[src/rtl/coef_serializer_pkg.sv]
// Shared types and helpers for the coefficient serializer: FSM encoding and
// counter-width helper used by the top level and the fetch controller.
package coef_serializer_pkg;

  typedef enum logic [1:0] {
    ST_IDLE  = 2'd0,
    ST_FETCH = 2'd1,
    ST_SHIFT = 2'd2,
    ST_DONE  = 2'd3
  } state_t;

  // Counter width that stays at least one bit wide for degenerate sizes.
  function automatic int cnt_width(input int n);
    return (n > 1) ? $clog2(n) : 1;
  endfunction

endpackage

[src/rtl/coef_fetch_ctrl.sv]
// Request/acknowledge fetch controller: holds req_in while collecting
// NR_STAGES coefficients and reports the slot index for each accepted word.
module coef_fetch_ctrl
  import coef_serializer_pkg::*;
#(
  parameter int NR_STAGES = 32,
  parameter int IDXW      = cnt_width(NR_STAGES)
) (
  input  logic            clk,
  input  logic            rst,
  input  logic            fetch_start,
  input  logic            ack_in,
  output logic            req_in,
  output logic            wr_en,
  output logic [IDXW-1:0] wr_idx,
  output logic            fetch_done
);

  logic            req_q, req_d;
  logic [IDXW-1:0] idx_q, idx_d;

  // An ack only counts while the request is up; the last slot drops the request.
  always_comb begin
    req_d      = req_q;
    idx_d      = idx_q;
    wr_en      = 1'b0;
    fetch_done = 1'b0;
    if (fetch_start) begin
      req_d = 1'b1;
      idx_d = '0;
    end else if (req_q && ack_in) begin
      wr_en = 1'b1;
      if (idx_q == IDXW'(NR_STAGES - 1)) begin
        req_d      = 1'b0;
        idx_d      = '0;
        fetch_done = 1'b1;
      end else begin
        idx_d = idx_q + IDXW'(1);
      end
    end
  end

  always_ff @(posedge clk or negedge rst) begin
    if (!rst) begin
      req_q <= 1'b0;
      idx_q <= '0;
    end else begin
      req_q <= req_d;
      idx_q <= idx_d;
    end
  end

  assign req_in = req_q;
  assign wr_idx = idx_q;

endmodule

[src/rtl/coef_serializer.sv]
// Fetches NR_STAGES parallel coefficients, then streams them bit-serially to
// the FIR wrapper: last coefficient first, each one LSB first.
module coef_serializer
  import coef_serializer_pkg::*;
#(
  parameter int NR_STAGES = 32,
  parameter int DWIDTH    = 16
) (
  input  logic              clk,
  input  logic              rst,
  input  logic              start,
  output logic              req_in,
  input  logic              ack_in,
  input  logic [0:DWIDTH-1] coef_in,
  output logic              h,
  output logic              h_enabled,
  output logic              busy,
  output logic              done
);

  localparam int IDXW = cnt_width(NR_STAGES);
  localparam int BITW = cnt_width(DWIDTH);

  state_t            state_q, state_d;
  logic              busy_q, busy_d;
  logic              done_q, done_d;
  logic              h_q, h_d;
  logic              h_en_q, h_en_d;
  logic [IDXW-1:0]   coef_cnt_q, coef_cnt_d;
  logic [BITW-1:0]   bit_cnt_q, bit_cnt_d;
  logic [0:DWIDTH-1] coef_buf_q [NR_STAGES];
  logic [0:DWIDTH-1] coef_buf_d [NR_STAGES];

  logic              fetch_start;
  logic              wr_en;
  logic [IDXW-1:0]   wr_idx;
  logic              fetch_done;

  assign fetch_start = (state_q == ST_IDLE) && start;

  coef_fetch_ctrl #(
    .NR_STAGES (NR_STAGES),
    .IDXW      (IDXW)
  ) u_fetch (
    .clk         (clk),
    .rst         (rst),
    .fetch_start (fetch_start),
    .ack_in      (ack_in),
    .req_in      (req_in),
    .wr_en       (wr_en),
    .wr_idx      (wr_idx),
    .fetch_done  (fetch_done)
  );

  always_comb begin
    coef_buf_d = coef_buf_q;
    if (wr_en) coef_buf_d[wr_idx] = coef_in;
  end

  // Buffer contents are don't-care after reset, so it has no reset branch.
  always_ff @(posedge clk) begin
    coef_buf_q <= coef_buf_d;
  end

  always_comb begin
    state_d    = state_q;
    busy_d     = busy_q;
    done_d     = 1'b0;
    h_d        = 1'b0;
    h_en_d     = 1'b0;
    coef_cnt_d = coef_cnt_q;
    bit_cnt_d  = bit_cnt_q;
    unique case (state_q)
      ST_IDLE: begin
        if (start) begin
          state_d = ST_FETCH;
          busy_d  = 1'b1;
        end
      end
      ST_FETCH: begin
        // The final word is still being written, so its LSB comes straight from coef_in.
        if (fetch_done) begin
          state_d    = ST_SHIFT;
          h_en_d     = 1'b1;
          h_d        = coef_in[DWIDTH-1];
          coef_cnt_d = IDXW'(NR_STAGES - 1);
          bit_cnt_d  = BITW'(DWIDTH - 1);
        end
      end
      ST_SHIFT: begin
        if (coef_cnt_q == '0 && bit_cnt_q == '0) begin
          state_d = ST_DONE;
          busy_d  = 1'b0;
          done_d  = 1'b1;
        end else begin
          if (bit_cnt_q == '0) begin
            coef_cnt_d = coef_cnt_q - IDXW'(1);
            bit_cnt_d  = BITW'(DWIDTH - 1);
          end else begin
            bit_cnt_d = bit_cnt_q - BITW'(1);
          end
          h_en_d = 1'b1;
          h_d    = coef_buf_q[coef_cnt_d][bit_cnt_d];
        end
      end
      ST_DONE: begin
        state_d = ST_IDLE;
      end
      default: begin
        state_d = ST_IDLE;
      end
    endcase
  end

  always_ff @(posedge clk or negedge rst) begin
    if (!rst) begin
      state_q    <= ST_IDLE;
      busy_q     <= 1'b0;
      done_q     <= 1'b0;
      h_q        <= 1'b0;
      h_en_q     <= 1'b0;
      coef_cnt_q <= '0;
      bit_cnt_q  <= '0;
    end else begin
      state_q    <= state_d;
      busy_q     <= busy_d;
      done_q     <= done_d;
      h_q        <= h_d;
      h_en_q     <= h_en_d;
      coef_cnt_q <= coef_cnt_d;
      bit_cnt_q  <= bit_cnt_d;
    end
  end

  assign h         = h_q;
  assign h_enabled = h_en_q;
  assign busy      = busy_q;
  assign done      = done_q;

endmodule

[config.mk]
export PLATFORM = sky130hd
export DESIGN_NAME = coef_serializer
export DESIGN_NICKNAME = d
export VERILOG_FILES = /design/src/rtl/coef_serializer_pkg.sv /design/src/rtl/coef_fetch_ctrl.sv /design/src/rtl/coef_serializer.sv
export SDC_FILE = /design/constraint.sdc
export NUM_CORES = 1
export LEC_CHECK = 0
export CORE_ASPECT_RATIO = 1.75
export CORE_MARGIN = 1.5
export CORE_UTILIZATION = 35
export DETAILED_ROUTE_END_ITERATION = 7
export GPL_ROUTABILITY_DRIVEN = 0
export GPL_TIMING_DRIVEN = 1
export PLACE_DENSITY = 0.52
export SLEW_MARGIN = 20
export SYNTH_ARGS = -nofsm -noshare
export SYNTH_HDL_FRONTEND = slang
export SYNTH_SLANG_ARGS = --single-unit
[constraint.sdc]
create_clock -name clk -period 5.75 [get_ports clk]
set_input_delay 1.15 -clock clk [delete_from_list [all_inputs] [get_ports clk]]
set_output_delay 1.15 -clock clk [all_outputs]
set_load 0.03 [all_outputs]
Yosys cells after proc, flatten, opt, wreduce, memory -nomap -nowiden:

Index checks and enable logic that the tools add are counted.

* order comparisons: 4
* equality and inequality tests: 8
* mux-type cells: 47
* add/subtract/negate cells: 3
* bitwise gates (word level): 3
* reductions and logical operators: 15

Operator list (number)
* $bwmux 512: 1
* $bmux 16 s5: 1
* $demux 16 s5: 1
* $mux 16: 3
* $mux 5: 8
* $mux 4: 5
* $mux 1: 18
* $ge 6x6->1 const B: 2
* $not 5->6: 2
* $pmux 5 s2: 1
* $reduce_and 3->1: 3
* $ne 2x2->1 const B: 4
* $pmux 2 s4: 1
* $pmux 4 s2: 1
* $reduce_bool 2->1: 4
* $lt 6x1->1 const B: 1
* $mux 2: 3
* $pmux 1 s2: 3
* $add 5x1->5 const B: 1
* $eq 5x5->1 const B: 1
* $ge 5x5->1 const B: 1
* $logic_not 5->1: 1
* $not 4->5: 1
* $sub 5x1->5 const B: 1
* 8 further kinds: 12

* output and inout bits: 5
* register bits after elaboration: 533

Logic depth before layout (Yosys ltp):

* depth in word-level cells: 13
* gate-level depth with buffers: 18
* mapped depth without buffers: 11

Hierarchy:

Synthesis repeated with hierarchy kept, for this count alone.

* cell total of the unflattened synthesis: 1658
* area, all modules: 23226.0 um2

By module, submodules not included
* coef_serializer: area an instance 22919.5 um2, cells each 1626, instances 1
* coef_fetch_ctrl: area an instance 306.5 um2, cells each 32, instances 1

Worst setup path after synthesis:

Ideal clock, no wire load.

* path type: register to register
* start point: register coef_cnt_q[0]
* end point: register h_q, in the netlist h
* buffers on the path: 6
* arrival: 3904 ps
* slack: 1713 ps
* clock period less this slack: 4037 ps
* stages on the path, launching flop included: 17
* cells stage by stage: dfrtp_1 inv_1 clkbuf_1 buf_1 clkbuf_1 ha_1 clkbuf_1 or4b_2 buf_2 buf_2 o221ai_1 o21ai_0 a32o_1 a221oi_2 nand2_1 a221oi_2 o22ai_2

* cells in the longest elaborated chain, start to end: 13
* elaborated cells on any way between the ends: 15

Ends and longest elaborated chain
* start, declared: RTL line coef_serializer.sv:29 `logic [IDXW-1:0] coef_cnt_q, coef_cnt_d;`
* start signal, assigned: RTL line coef_serializer.sv:130 `coef_cnt_q <= coef_cnt_d;`
* $sub 5x1->5: RTL line coef_serializer.sv:97 `coef_cnt_d = coef_cnt_q - IDXW'(1);`
* $mux 5: RTL line coef_serializer.sv:96 `if (bit_cnt_q == '0) begin`
* $mux 5: RTL line coef_serializer.sv:91 `if (coef_cnt_q == '0 && bit_cnt_q == '0) begin`
* $mux 5: RTL line coef_serializer.sv:73 `unique case (state_q)`
* $not 5->6 (not written as such): RTL line coef_serializer.sv:103 `h_d = coef_buf_q[coef_cnt_d][bit_cnt_d];`
* $bmux 16 s5: RTL line coef_serializer.sv:103
* $mux 16 (not written as such) (2 in a row): RTL line coef_serializer.sv:103
* $bmux 1 s4: RTL line coef_serializer.sv:103
* $mux 1 (not written as such) (2 in a row): RTL line coef_serializer.sv:103
* $mux 1 (*): RTL line coef_serializer.sv:91
* $pmux 1 s2 (*): RTL line coef_serializer.sv:73
* net h_d: RTL line coef_serializer.sv:27 `logic h_q, h_d;`
* end signal, assigned: RTL line coef_serializer.sv:120 `h_q <= 1'b0;`
* end signal, assigned: RTL line coef_serializer.sv:128 `h_q <= h_d;`
* end, declared: RTL line coef_serializer.sv:27

Mark *: on every way through the listed nets, which the timed path passes. The rest lies on a longest branch. The select of a mux whose other input is x is not followed.
A chain may end at the register's enable or synchronous reset.

Worst setup path after layout:

Ends and elaborated chain as after synthesis.

==> flow_summary.toml <==
[critical_path]
worst-endpoint-required_ns = 6.26
r2r_cells = 11
cp-endpoint = "h"
criticalPathCategory = "flip-flop to flip-flop"
path_max_fanout = 25
worstPathArrival_ns = 5.48
r2r_start = "coef_cnt_q[0]"
end_kind = "flip-flop"
r2r-end = "h"
critPathLaunchType = "flip-flop"
reg2reg_slack_ns = 0.79
startpoint = "coef_cnt_q[0]"

[power]
combPwrFrac = 0.010
ir_drop_mv = 0.225
p_leak_nw = 8.58
p_int_mw = 6.05
switchingPower_mw = 1.54
p_per_area_nw_per_um2 = 272
switching_share = 0.203
seqPwrFrac = 0.560
clock_power_share = 0.430

[finish]
nets = 1807
area_delta_synth_final_pct = 11.5
drive_above_1_share = 0.154
fin_area_um2 = 27900
utilization = 0.395
regArea_um2 = 15900
multi_input_area_um2 = 8560
fill_cells = 6587

[synthesis]
synth_compound_area_frac = 0.103
async_reset_ff_frac = 0.0394
syn-cell-area_um2 = 25000
yosysTopAreaCell = "edfxtp_1"
synthAdderAreaFrac = 0.00600
synth_top_cells_by_area = "edfxtp_1 (61%), mux2i_1 (6.8%), mux4_2 (5.1%), nand2_1 (2.5%), dfrtp_1 (2.1%)"
synth_most_common_cell = "edfxtp_1"
synth_xor_area_frac = 0.00310
synth-main-ff-cell = "edfxtp_1"
syn_inst = 1781
synth_top_family_by_area = "multiplexers"
synth_cell_types = 86
synth-edff-count = 512
synth-simple-area-share = 0.0922
synth.area.mux_share = 0.129
ys_warn_count = 0
ys_seq_area_frac = 0.636
synth_commonest_cells = "edfxtp_1 (512), mux2i_1 (170), nand2_1 (167)"
synth_top_cell_area_share = 0.615
synth.net_count = 1813
ys_ff_latch = 533
avgSynthCellArea_um2 = 14.0

[clock_tree]
htree_num_levels = 2
clk_latency_ns = 0.60
cts_max_path_buffers = 3
clk_pin_slew_worst_paths_ns = 0.07
cts_setup_buffers = 0
cts_resized = 0
hold_buffers = 0
cts_sinks = 533
clockRootBuffer = "clkbuf_16"
cts_tree = "yes"
cts-buffers-inserted = 48

[floorplanning]
boundaryPins = 25
die_y_um = 357
rows = 129
core_area_um2 = 70700
start_util = 0.354
die_area_um2 = 73200
die_w_um = 205

[sta]
hold_viol_final = 0
fin_tns_setup_ns = 0
maxSlewHeadroom = 0.285
fmax_ghz = 0.201
rsz0062_at_grt = "no"
hold_slack_ns = 0.547
tightestPinTransition_ns = 1.07
fin_crit_ns = 4.96
slew_violations = 0
timing.final.crit_share = 0.863
clock_skew_ns = 0.0233
setup_viol = 0

[routing]
dr.pass1.iters = 5
viasPerCell = 6.04
routed_wl_um = 81900
post_drt_wl_per_cell_um = 30.0
drc = 0
drt_iter0_drc = 1415
ant_nets = 0
vias = 16500

[grt]
grt_antenna_before_repair = 3
gr-total-overflow = 0
grt_max_degree = 107
grt_usage = 0.225
grt_pass1_vias = 16500
grt_pass1_wl_um = 118000

[status]
status = "complete, no violations"

[flow_run]
cap_viol_max_count = 0

[place]
dpl.hpwl_um = 52400
place_area_um2 = 26400
portBuffers = 24

[worst_hold_path]
min_path_type = "flip-flop to flip-flop"
==> layout make-up <==
class                      count  area share
sequential                   533       0.570
timing repair buffer          86      0.0251
antenna                        1   0.0000897
clock buffer                  60      0.0454
tap                          917      0.0411
clock inverter                29     0.00969
inverter                      12     0.00161
multi-input combinational   1094       0.307
==> worst max-delay path, stage by stage (launching register included) <==
cell,delay (ns)
dfrtp_4,0.59
inv_2,0.50
ha_1,0.31
nand4bb_1,0.38
xor2_4,0.89
buf_4,0.35
a2111oi_0,0.08
a2111oi_0,0.89
a211oi_1,0.27
a311oi_1,0.35
a221oi_2,0.12
o22ai_2,0.13
==> power groups by stage <==
| stage | combinational (mW) | sequential, mW | clock, mW |
|---|---|---|---|
| 2_1_floorplan | 0.000451 | 4.34 | 0 |
| 3_3_place_gp | 0.0804 | 4.34 | 0 |
| 3_5_place_dp | 0.0823 | 4.34 | 0 |
| 4_1_cts | 0.0823 | 4.25 | 3.31 |
| 5_1_grt | 0.0850 | 4.25 | 3.43 |
| 6_report | 0.0794 | 4.25 | 3.26 |
==> cell families after synthesis <==
| logic type | after synthesis |
|---|---|
| XOR/XNOR | 8 |
| flip-flops | 533 |
| buffers and inverters | 154 |
| multiplexers | 245 |
| AO/OA/AOI/OAI | 359 |
| adder cells (fa/ha/maj) | 12 |
| AND/OR/NAND/NOR | 470 |
==> flip-flops by register name, indices dropped and copies added, names as in the netlist <==
| name | count |
|---|---|
| coef_buf_q | 512 |
| coef_cnt_q | 5 |
| u_fetch.wr_idx | 5 |
| bit_cnt_q | 4 |
| state_q | 2 |
| busy | 1 |
| done | 1 |
| h | 1 |
| h_enabled | 1 |
| u_fetch.req_in | 1 |
==> layer usage <==
layer  GRT usage  routed length, um
met5           0                  7
met4       0.124               4690
met3      0.0228               3930
met2       0.407              43600
met1       0.257              29600
==> layout by cell type, fill, tap and decap left out, types with 37 or more instances in the layout <==
cell type,n
edfxtp_1,512
mux2i_1,170
nand2_1,167
nand3_1,63
a21oi_1,61
buf_4,58
mux4_2,57
a211oi_1,54
clkbuf_16,49
o22ai_1,47
nor2_1,39
nor3_1,37
==> per-stage QoR <==
step                cells  worst slack [ns]  total power, mW
floorplan            1781              1.71             4.34
global placement     2642             0.936             4.42
detailed placement   2642             0.804             4.42
CTS                  2731             0.791             7.64
global route         2732             0.665             7.76
finish               2732             0.786             7.59
==> how the worst min path moves through the flow <==
stage / start / to / slack, ns / cells after the start
global placement: state_q[1] / state_q[1] / 0.51 / 1
finish: state_q[1] / state_q[1] / 0.55 / 1
detailed placement: state_q[1] / state_q[1] / 0.53 / 1
floorplan: state_q[1] / state_q[1] / 0.51 / 1
CTS: state_q[1] / state_q[1] / 0.55 / 1
global route: state_q[1] / state_q[1] / 0.58 / 1
Note: power is estimated with default switching activity, not from simulation.
